### config.mk
export PLATFORM = sky130hd
export DESIGN_NAME = param_seq_multiplier
export DESIGN_NICKNAME = d
export VERILOG_FILES = /design/src/rtl/mul_div_pkg.sv /design/src/rtl/mul_abs_neg.sv /design/src/rtl/param_seq_multiplier.sv
export SDC_FILE = /design/constraint.sdc
export NUM_CORES = 1
export LEC_CHECK = 0
export CAP_MARGIN = 10
export CORE_MARGIN = 2
export CORE_UTILIZATION = 55
export DETAILED_ROUTE_END_ITERATION = 10
export MAX_ROUTING_LAYER = met4
export PLACE_DENSITY = 0.79
export SLEW_MARGIN = 10
export SYNTH_ARGS = -nofsm -noshare
export SYNTH_HDL_FRONTEND = slang
export SYNTH_HIERARCHICAL = 1
export SYNTH_SLANG_ARGS = --single-unit
export TNS_END_PERCENT = 50
### constraint.sdc
create_clock -name clk -period 7 [get_ports clk]
set_input_delay 1.4 -clock clk [delete_from_list [all_inputs] [get_ports clk]]
set_output_delay 1.4 -clock clk [all_outputs]
set_load 0.005 [all_outputs]
### src/rtl/mul_div_pkg.sv
// Shared definitions for the sequential multiply/divide family.
// Contents:
//   mul_state_e    - controller state encoding (IDLE/RUN/FIX/OUT)
//   MUL_WIDTH_MIN  - smallest supported operand width
//   MUL_WIDTH_MAX  - largest supported operand width
package mul_div_pkg;

  typedef enum logic [1:0] {
    IDLE = 2'd0,
    RUN  = 2'd1,
    FIX  = 2'd2,
    OUT  = 2'd3
  } mul_state_e;

  localparam int MUL_WIDTH_MIN = 2;
  localparam int MUL_WIDTH_MAX = 32;

endpackage

### src/rtl/mul_abs_neg.sv
// Conditional two's-complement negate, purely combinational.
// Used for operand magnitudes (neg = operand sign) and for the final
// product sign fix (neg = sign of the result).
// Ports:
//   value_i  [W-1:0]  input value
//   neg_i             1 = output the two's-complement negation
//   result_o [W-1:0]  value_i or -value_i, modulo 2^W
// Negating the most negative value wraps to itself, which read as an
// unsigned number is exactly its magnitude, so no extra bit is needed.
module mul_abs_neg
  import mul_div_pkg::*;
#(
  parameter int W = 8
) (
  input  logic [W-1:0] value_i,
  input  logic         neg_i,
  output logic [W-1:0] result_o
);

  assign result_o = neg_i ? (~value_i + W'(1)) : value_i;

endmodule

### src/rtl/param_seq_multiplier.sv
// Sequential shift-and-add multiplier, one multiplier bit per cycle.
// Operands are converted to magnitudes at capture, multiplied unsigned,
// and the sign is reapplied in a single FIX cycle.
// Ports:
//   clk, rst_n           clock, synchronous active-low reset
//   in_valid / in_ready  operand handshake (ready only in IDLE)
//   a, b [WIDTH-1:0]     multiplicand, multiplier
//   signed_mode          1 = two's-complement operands
//   out_valid/out_ready  result handshake (result held until accepted)
//   product [2*WIDTH-1:0]
//   busy                 high whenever not IDLE
module param_seq_multiplier
  import mul_div_pkg::*;
#(
  parameter int WIDTH      = 8,
  parameter int EARLY_TERM = 1
) (
  input  logic               clk,
  input  logic               rst_n,
  input  logic               in_valid,
  output logic               in_ready,
  input  logic [WIDTH-1:0]   a,
  input  logic [WIDTH-1:0]   b,
  input  logic               signed_mode,
  output logic               out_valid,
  input  logic               out_ready,
  output logic [2*WIDTH-1:0] product,
  output logic               busy
);

  localparam int CW = $clog2(WIDTH);
  localparam logic [CW-1:0] LAST_COUNT = CW'(WIDTH - 1);

  if (WIDTH < MUL_WIDTH_MIN || WIDTH > MUL_WIDTH_MAX) begin : g_bad_width
    $error("param_seq_multiplier: WIDTH outside supported range");
  end

  mul_state_e         state_q, state_d;
  logic [2*WIDTH-1:0] acc_q, acc_d;
  logic [CW-1:0]      count_q, count_d;
  logic [WIDTH-1:0]   mcand_q, mcand_d;
  logic [WIDTH-1:0]   mplier_q, mplier_d;
  logic               mode_q, mode_d;
  logic               sign_q, sign_d;
  logic [2*WIDTH-1:0] product_q, product_d;
  logic               out_valid_q, out_valid_d;

  logic [WIDTH-1:0]   a_mag, b_mag;
  logic [2*WIDTH-1:0] acc_signed;

  mul_abs_neg #(.W(WIDTH)) u_a_mag (
    .value_i  (a),
    .neg_i    (signed_mode & a[WIDTH-1]),
    .result_o (a_mag)
  );

  mul_abs_neg #(.W(WIDTH)) u_b_mag (
    .value_i  (b),
    .neg_i    (signed_mode & b[WIDTH-1]),
    .result_o (b_mag)
  );

  // Negating a zero accumulator yields zero, so a negative-signed zero
  // product cannot leak out.
  mul_abs_neg #(.W(2*WIDTH)) u_fix (
    .value_i  (acc_q),
    .neg_i    (sign_q),
    .result_o (acc_signed)
  );

  always_ff @(posedge clk) begin
    if (!rst_n) begin
      state_q     <= IDLE;
      acc_q       <= '0;
      count_q     <= '0;
      mcand_q     <= '0;
      mplier_q    <= '0;
      mode_q      <= 1'b0;
      sign_q      <= 1'b0;
      product_q   <= '0;
      out_valid_q <= 1'b0;
    end else begin
      state_q     <= state_d;
      acc_q       <= acc_d;
      count_q     <= count_d;
      mcand_q     <= mcand_d;
      mplier_q    <= mplier_d;
      mode_q      <= mode_d;
      sign_q      <= sign_d;
      product_q   <= product_d;
      out_valid_q <= out_valid_d;
    end
  end

  always_comb begin
    state_d     = state_q;
    acc_d       = acc_q;
    count_d     = count_q;
    mcand_d     = mcand_q;
    mplier_d    = mplier_q;
    mode_d      = mode_q;
    sign_d      = sign_q;
    product_d   = product_q;
    out_valid_d = out_valid_q;

    unique case (state_q)
      IDLE: begin
        if (in_valid) begin
          mode_d   = signed_mode;
          sign_d   = signed_mode & (a[WIDTH-1] ^ b[WIDTH-1]);
          mcand_d  = a_mag;
          mplier_d = b_mag;
          acc_d    = '0;
          count_d  = '0;
          state_d  = RUN;
        end
      end
      RUN: begin
        if (mplier_q[0]) begin
          acc_d = acc_q + ({{WIDTH{1'b0}}, mcand_q} << count_q);
        end
        mplier_d = mplier_q >> 1;
        count_d  = count_q + CW'(1);
        // Stop once the last bit is consumed, or earlier when nothing
        // above the current bit can contribute any more.
        if (count_q == LAST_COUNT ||
            (EARLY_TERM != 0 && (mplier_q >> 1) == '0)) begin
          state_d = FIX;
        end
      end
      FIX: begin
        product_d   = acc_signed;
        out_valid_d = 1'b1;
        state_d     = OUT;
      end
      OUT: begin
        if (out_ready) begin
          out_valid_d = 1'b0;
          state_d     = IDLE;
        end
      end
      default: state_d = IDLE;
    endcase
  end

  assign in_ready  = (state_q == IDLE);
  assign busy      = (state_q != IDLE);
  assign out_valid = out_valid_q;
  assign product   = product_q;

endmodule

# == After elaboration in Yosys (flattened, before gate mapping) ==
# Cells that the tools add are included.
# op_classes
add_sub_neg,5
n_reduce_logical,11
eq_ne,8
n_mux,16
n_bitwise,7
shifts,1
# op_table
op,count
16-bit 2-to-1 mux,3
16-bit one-hot mux with 2 select lines,1
8-bit 2-to-1 mux,3
16-bit by 1-bit adder with 16-bit output (second input constant),1
16-bit adder,1
8-bit by 1-bit adder with 8-bit output (second input constant),2
16-bit NOT,1
8-bit NOT,2
8-bit one-hot mux with 2 select lines,1
8-bit by 3-bit left shift with 16-bit output,1
8-bit zero test,1
2-bit != test (second input constant),4
2-bit one-hot mux with 4 select lines,1
2-bit 2-to-1 mux,3
3-bit one-hot mux with 2 select lines,1
2-bit AND reduction,3
3-bit AND reduction,2
2-bit nonzero test,3
2-bit == test (second input constant),2
3-bit by 1-bit adder with 3-bit output (second input constant),1
1-bit bitwise AND,3
3-bit == test (second input constant),1
3-bit 2-to-1 mux,1
2-bit by 1-bit == test with 1-bit output (second input constant),1
5 further kinds,5
# word_totals
out_inout_bits,19
register_bits,55
elab_cells,56
input_bits,21

# == Longest topological paths before layout ==
# Gate-level depths: netlist (run 1).
# logic_depth
depth_word,5
depth_mapped,13

# == Hierarchy ==
# The synthesis (run 1) kept the hierarchy.
# modules_own_cells
module,cells_each,seq_area_each_um2,instances,area_each_um2
param_seq_multiplier,379,1101.1,1,3189.3
mul_abs_neg (u_fix),48,0.0,1,355.3
mul_abs_neg (u_a_mag ...),21,0.0,2,171.4

# == Worst setup path after synthesis (run 1) ==
# Ideal clock, no wire load.
# synth_path
kind,register to register
from,reg count_q[1]
to,reg acc_q[15]
n_path_buf,2
arrival_ns,2.792
setup_slack_ns,4.087
setup_time_ns,0.121
synth_period_minus_slack_ns,2.913
stages_incl_launch_ff,13
required_time_ns,6.879
path_cell_list,dfxtp_1 > clkbuf_1 > buf_2 > mux2i_1 > mux2_2 > o22ai_1 > ha_1 > a21o_1 > a31oi_2 > a211oi_2 > o311a_1 > o21bai_1 > mux2_2
# synth_via
elab_chain_cells,4
# synth_rtl
item,line_no,source
"start, declared",param_seq_multiplier.sv:40,"logic [CW-1:0] count_q, count_d;"
"start signal, assigned",param_seq_multiplier.sv:85,count_q <= count_d;
8-bit by 3-bit left shift with 16-bit output,param_seq_multiplier.sv:120,"acc_d = acc_q + ({{WIDTH{1'b0}}, mcand_q} << count_q);"
16-bit adder,param_seq_multiplier.sv:120,
16-bit 2-to-1 mux,param_seq_multiplier.sv:119,if (mplier_q[0]) begin
16-bit one-hot mux with 2 select lines,param_seq_multiplier.sv:106,unique case (state_q)
"end signal, assigned",param_seq_multiplier.sv:74,acc_q <= '0;
"end signal, assigned",param_seq_multiplier.sv:84,acc_q <= acc_d;
"end, declared",param_seq_multiplier.sv:39,"logic [2*WIDTH-1:0] acc_q, acc_d;"
# Every way passes these cells. The select of a mux whose other input is x is not followed.
# A chain may end at the register's enable or synchronous reset.

# == Final worst setup path (run 1) ==
# layout_path
from,reg count_q[1]
to,reg acc_q[13]
# Same word-level chain as after synthesis.

==> results of run 1 <==
-- Yosys cell counts (3+ instances only) --
cell,n,share of area
buf_1,5,0.0048
a21oi_1,25,0.032
clkbuf_1,10,0.0097
nor3_1,9,0.012
nand3_1,5,0.0064
a211oi_1,8,0.015
nand2_1,57,0.055
xor2_1,5,0.011
buf_4,5,0.0097
inv_1,20,0.019
nor2_1,53,0.051
nand2b_1,9,0.014
o21ai_1,6,0.0077
a22oi_1,9,0.017
mux2_2,6,0.017
o31ai_1,3,0.0058
o22ai_1,6,0.0097
and2_1,7,0.011
dfxtp_1,55,0.28
or3_4,5,0.014
ha_1,24,0.077
xnor2_1,32,0.072
mux2i_1,34,0.088
nor2b_1,3,0.0048
o31ai_2,5,0.016
o21ai_0,19,0.024
-- final timing paths --
kind	slack (ns)	startpoint	endpoint
worst min-delay path	0.49	mcand_q[4]	mcand_q[4]
worst max register to register	3.72	count_q[1]	acc_q[13]
worst min register to register	0.49	mcand_q[4]	mcand_q[4]
worst max-delay path	3.72	count_q[1]	acc_q[13]
-- cell families after synthesis --
| logic type | Yosys count | share of synthesized area |
|---|---|---|
| compound gates | 105 | 0.194 |
| xor+xnor | 37 | 0.0834 |
| fa+ha+maj | 25 | 0.0824 |
| buf+inv | 45 | 0.0528 |
| flops | 55 | 0.283 |
| mux | 40 | 0.105 |
| simple gates | 162 | 0.199 |
-- critical path, cell delays in order, from the launching register on --
cell	delay (ns)
dfxtp_1	0.70
mux2_2	0.42
nand2_1	0.07
o21ai_0	0.10
nor2_1	0.12
a21oi_1	0.06
ha_1	0.39
a21oi_2	0.20
o22ai_1	0.17
a311o_1	0.38
a221o_1	0.31
xnor2_1	0.16
o21ai_1	0.07
-- power breakdown --
| part | leakage [nW] | internal, W | total, W | switching, W |
|---|---|---|---|---|
| logic | 1.16 | 0.000169 | 0.000391 | 0.000221 |
| clock network | 0.0484 | 0.0000813 | 0.000181 | 0.0000999 |
| registers | 0.447 | 0.000353 | 0.000399 | 0.0000455 |
| total | 1.65 | 0.000604 | 0.000971 | 0.000367 |
-- area by class of cell --
type / instances / area share
clock inverter: 1 / 0.00201
sequential: 55 / 0.252
multi-input combinational: 369 / 0.591
clock buffer: 7 / 0.0198
tap: 96 / 0.0275
inverter: 21 / 0.0181
timing repair buffer: 39 / 0.0894
-- routing by layer --
metal  vias to the layer above  GRT usage
li1                       1688          -
met4                         0     0.0455
met3                        11     0.0339
met1                      1512      0.304
met5                         -          -
met2                        65      0.368
-- metrics by stage --
stage / utilization / total power, W / hold WS [ns] / setup slack [ns]
after floorplan: - / 0.000708 / 0.445 / 4.09
after global placement: 0.625 / 0.000780 / 0.468 / 3.55
final: 0.639 / 0.000971 / 0.486 / 3.72
after global routing: 0.639 / 0.00104 / 0.511 / 3.49
after CTS: 0.639 / 0.000972 / 0.485 / 3.73
after detailed placement: 0.625 / 0.000795 / 0.471 / 3.46
-- sequential cells by signal (all words and copies together) (netlist names) --
signal     count
acc_q         16
product       16
mcand_q        8
mplier_q       8
count_q        3
state_q        2
out_valid      1
sign_q         1
==> reports/summary.txt, run 1 <==
critical path type: register to register
Final Hold Fails: 0
Req. time, crit path: 7.18 ns
Nets: 537
Final Slew Violations: 0
most common cell after layout, fill and taps aside: nand2_1
routed len/inst: 13.6 µm
CTS tree: yes
filler cell count: 638
fraction of layout cells with a size suffix above 1: 0.0772
WL final: 8010 µm
Area Overhead vs Synth: 12.3%
M1 wire length: 3930 µm
Max Fclk: 305 MHz
first-pass GRT wire length: 13,900 µm
initial antenna violation count: 0
Iter 0 DRT Violations: 135
Critical Path AT: 3.46 ns
Max IR drop VDD: 0.0000874 V
leak pwr: 1.65 nW
Reg area: 1100 µm²
crit-path max FO: 15
Cell variety after synth: 59
pwr dens: 222 nW/µm²
htree depth: 2
TritonRoute pass-1 iters: 4
vias: 3,276
DR WL met3: 301 µm
mapped cell area: 3890 µm²
post-placement cell area: 4270 µm²
most frequent cells in the layout: nand2_1, dfxtp_1, nor2_1, clkdlybuf4s50_1, mux2i_1
Die Width: 88.1 µm
Clk Latency, worst-skew pair: 0.30 ns
largest net degree at the start of global routing: 47
status: finished, final reports clean
Starting Density: 0.569
DP HPWL: 6350 µm
clock sink count: 55
Top Ports: 40
CP Launch Type: register
measured slew at the worst slew-check pin: 0.989 ns
Inst Count DP: 580
synth warn: 6
clk_skew: 0.0142 ns
Reg2Reg Depth: 12
Finished Layout Cells: 588
uppermost layer routed: met4
root buf cell: clkbuf_8
hold depth: 2
port bufs: 39
vias in the first global route: 3,036
part of the cycle the worst path needs: 0.469
most common flop cell mapped by yosys: dfxtp_1
Max clock buf depth: 2
ANT cells: 0
area of the multi-input gates: 2580 µm²
Post CTS Setup Buffer Count: 0
Total Routing Usage GR: 0.227
Slew Limit Headroom: 0.341
max_cap viols: 0
Sum Neg Setup Slack: 0 ns
CTS Hold Bufs: 0
final setup fails: 0
GR Overflow Total: 0
global placement routability congestion: 0.921
CTS Buf Count: 5
fin crit period: 3.28 ns
RSZ-0062 raised after global routing: no
Syn Area/Cell: 8.29 µm²
syn_nets: 515
clock transition at the registers of the reported paths: 0.10 ns
drt via density: 5.57
Yosys reg bits: 55
CP Capture Type: register
Residual DRC: 0
die height: 88.1 µm
EDFF count, synth: 0
Tightest Hold Check Type: register to register
WL met2: 3720 µm
post-synthesis async set-or-reset flop share: 0
Site Rows: 30
synthesized instance count: 469
Core Footprint: 6830 µm²
die area: 7760 µm²
Gates resized, CTS repair: 0
sequential-to-total area share from yosys stat: 0.283
final instance area: 4370 µm²
Detail Route Antenna Nets: 0
(Power assumes the default switching activity.)
==> run 2, diff against run 1 <==
Clock period 7 ns to 3.4 ns, I/O delays scaled along.
==> reports/summary.txt, run 2 (same netlist as run 1, synthesis figures left out) <==
status: finished, final reports clean
setup slack, reg-to-reg: 0.38 ns
clk_skew: 0.0101 ns
drt via density: 5.59
Die Width: 88.1 µm
Tightest Hold Check Type: register to register
GR Overflow Total: 0
Req. time, crit path: 3.60 ns
GRT met1 Usage: 0.286
die height: 88.1 µm
most common cell after layout, fill and taps aside: nand2_1
global placement routability congestion: 1.00
Residual DRC: 0
CP Capture Type: register
Final Slew Violations: 0
final setup fails: 0
fin crit period: 3.02 ns
internal power: 0.00126 W
ANT cells: 0
sw frac: 0.382
Core Footprint: 6830 µm²
vias: 3,305
Starting Density: 0.569
fraction of layout cells with a size suffix above 1: 0.0869
CTS Buf Count: 5
leak pwr: 1.67 nW
Post CTS Setup Buffer Count: 0
Slowest cell on crit path: dfxtp_2
Total Routing Usage GR: 0.223
routed len/inst: 13.6 µm
Sum Neg Setup Slack: 0 ns
Comb power frac: 0.411
Psw: 0.000781 W
clock transition at the registers of the reported paths: 0.10 ns
worst path bufs/invs: 0
WL final: 8050 µm
measured slew at the worst slew-check pin: 0.977 ns
met3 usage: 0.0273
max incr delay on CP: 0.52 ns
Site Rows: 30
Max IR drop VDD: 0.000194 V
Final Hold Fails: 0
crit path cell chain: mux2_2 -> nand2_1 -> o21ai_0 -> nor2_1 -> a21oi_1 -> ha_1 -> a21oi_2 -> o22ai_1 -> a311o_1 -> a221o_1 -> xnor2_1 -> o21ai_1
CP Launch Type: register
met2 Usage GRT: 0.375
port bufs: 39
crit-path max FO: 15
Gates resized, CTS repair: 0
CTS tree: yes
Seq pwr share: 0.400
Nets: 540
clock sink count: 55
Max Fclk: 331 MHz
part of the cycle the worst path needs: 0.887
CTS Hold Bufs: 0
Detail Route Antenna Nets: 0
Iter 0 DRT Violations: 199
htree depth: 2
TritonRoute pass-1 iters: 4
GRT busiest layer: met2
largest net degree at the start of global routing: 47
Critical Path AT: 3.21 ns
part of the power in the clock network: 0.189
Area Overhead vs Synth: 13.0%
Top Ports: 40
Crit path max-delay family: compound AO/OA/AOI/OAI gates
Slew Limit Headroom: 0.349
die area: 7760 µm²
max_cap viols: 0
Max clock buf depth: 2
Power, Total: 0.00204 W
RSZ-0062 raised after global routing: no
critical path type: register to register
DP HPWL: 6410 µm
root buf cell: clkbuf_8
most frequent cells in the layout: nand2_1, dfxtp_1, nor2_1, clkdlybuf4s50_1, mux2i_1
initial antenna violation count: 0
first-pass GRT wire length: 13,600 µm
pwr dens: 465 nW/µm²
vias in the first global route: 2,996
Clk Latency, worst-skew pair: 0.31 ns
run 2: cell count changes in the layout (fill, tap and decap cells not counted):
cell	delta
dfxtp_1	-1
dfxtp_2	+1
buf_4	+3
clkinvlp_4	+1
clkbuf_1	-1
run 2: tightest hold or removal path: stages (launching register included):
cell	delay, ns
dfxtp_1	0.33
nand2_1	0.05
a21oi_1	0.05
run 2: power by group through the flow:
stage                     Combinational, W  Sequential (W)  Clock [W]
after floorplan                   0.000664        0.000793          0
after global placement            0.000811        0.000826          0
after detailed placement          0.000835        0.000830          0
after CTS                         0.000838        0.000815   0.000392
after global routing              0.000921        0.000829   0.000414
final                             0.000840        0.000817   0.000387
run 2: through the flow:
stage | setup WS [ns] | utilization | hold WS [ns] | instances | area (µm²)
CTS | 0.225 | 0.643 | 0.479 | 591 | 4390
floorplan | 0.487 | - | 0.445 | 469 | 3890
detailed placement | 0.247 | 0.629 | 0.466 | 583 | 4290
global route | 0.170 | 0.643 | 0.499 | 591 | 4390
global placement | 0.328 | 0.629 | 0.471 | 583 | 4290
finish | 0.383 | 0.643 | 0.474 | 591 | 4390
run 2: worst paths after layout:
kind	endpoint	cells past startpoint	from
setup / recovery	acc_q[13]	12	count_q[1]
hold / removal	mcand_q[5]	2	mcand_q[5]
setup reg to reg	acc_q[13]	12	count_q[1]
hold reg to reg	mcand_q[5]	2	mcand_q[5]
run 2: area by class of cell:
type                            count  area [µm²]
Sequential cell                    55        1100
Clock buffer                        6        82.6
Inverter                           21        78.8
Multi-Input combinational cell    369        2580
Clock inverter                      2        16.3
Tap cell                           96         120
Timing Repair Buffer               42         413
Fill cell                         607        2440
run 2: routing by layer:
metal  wire (µm)  vias up
met5           0        -
met4          92        0
met3         226        9
met2        3790       59
met1        3940     1553
li1            -     1684
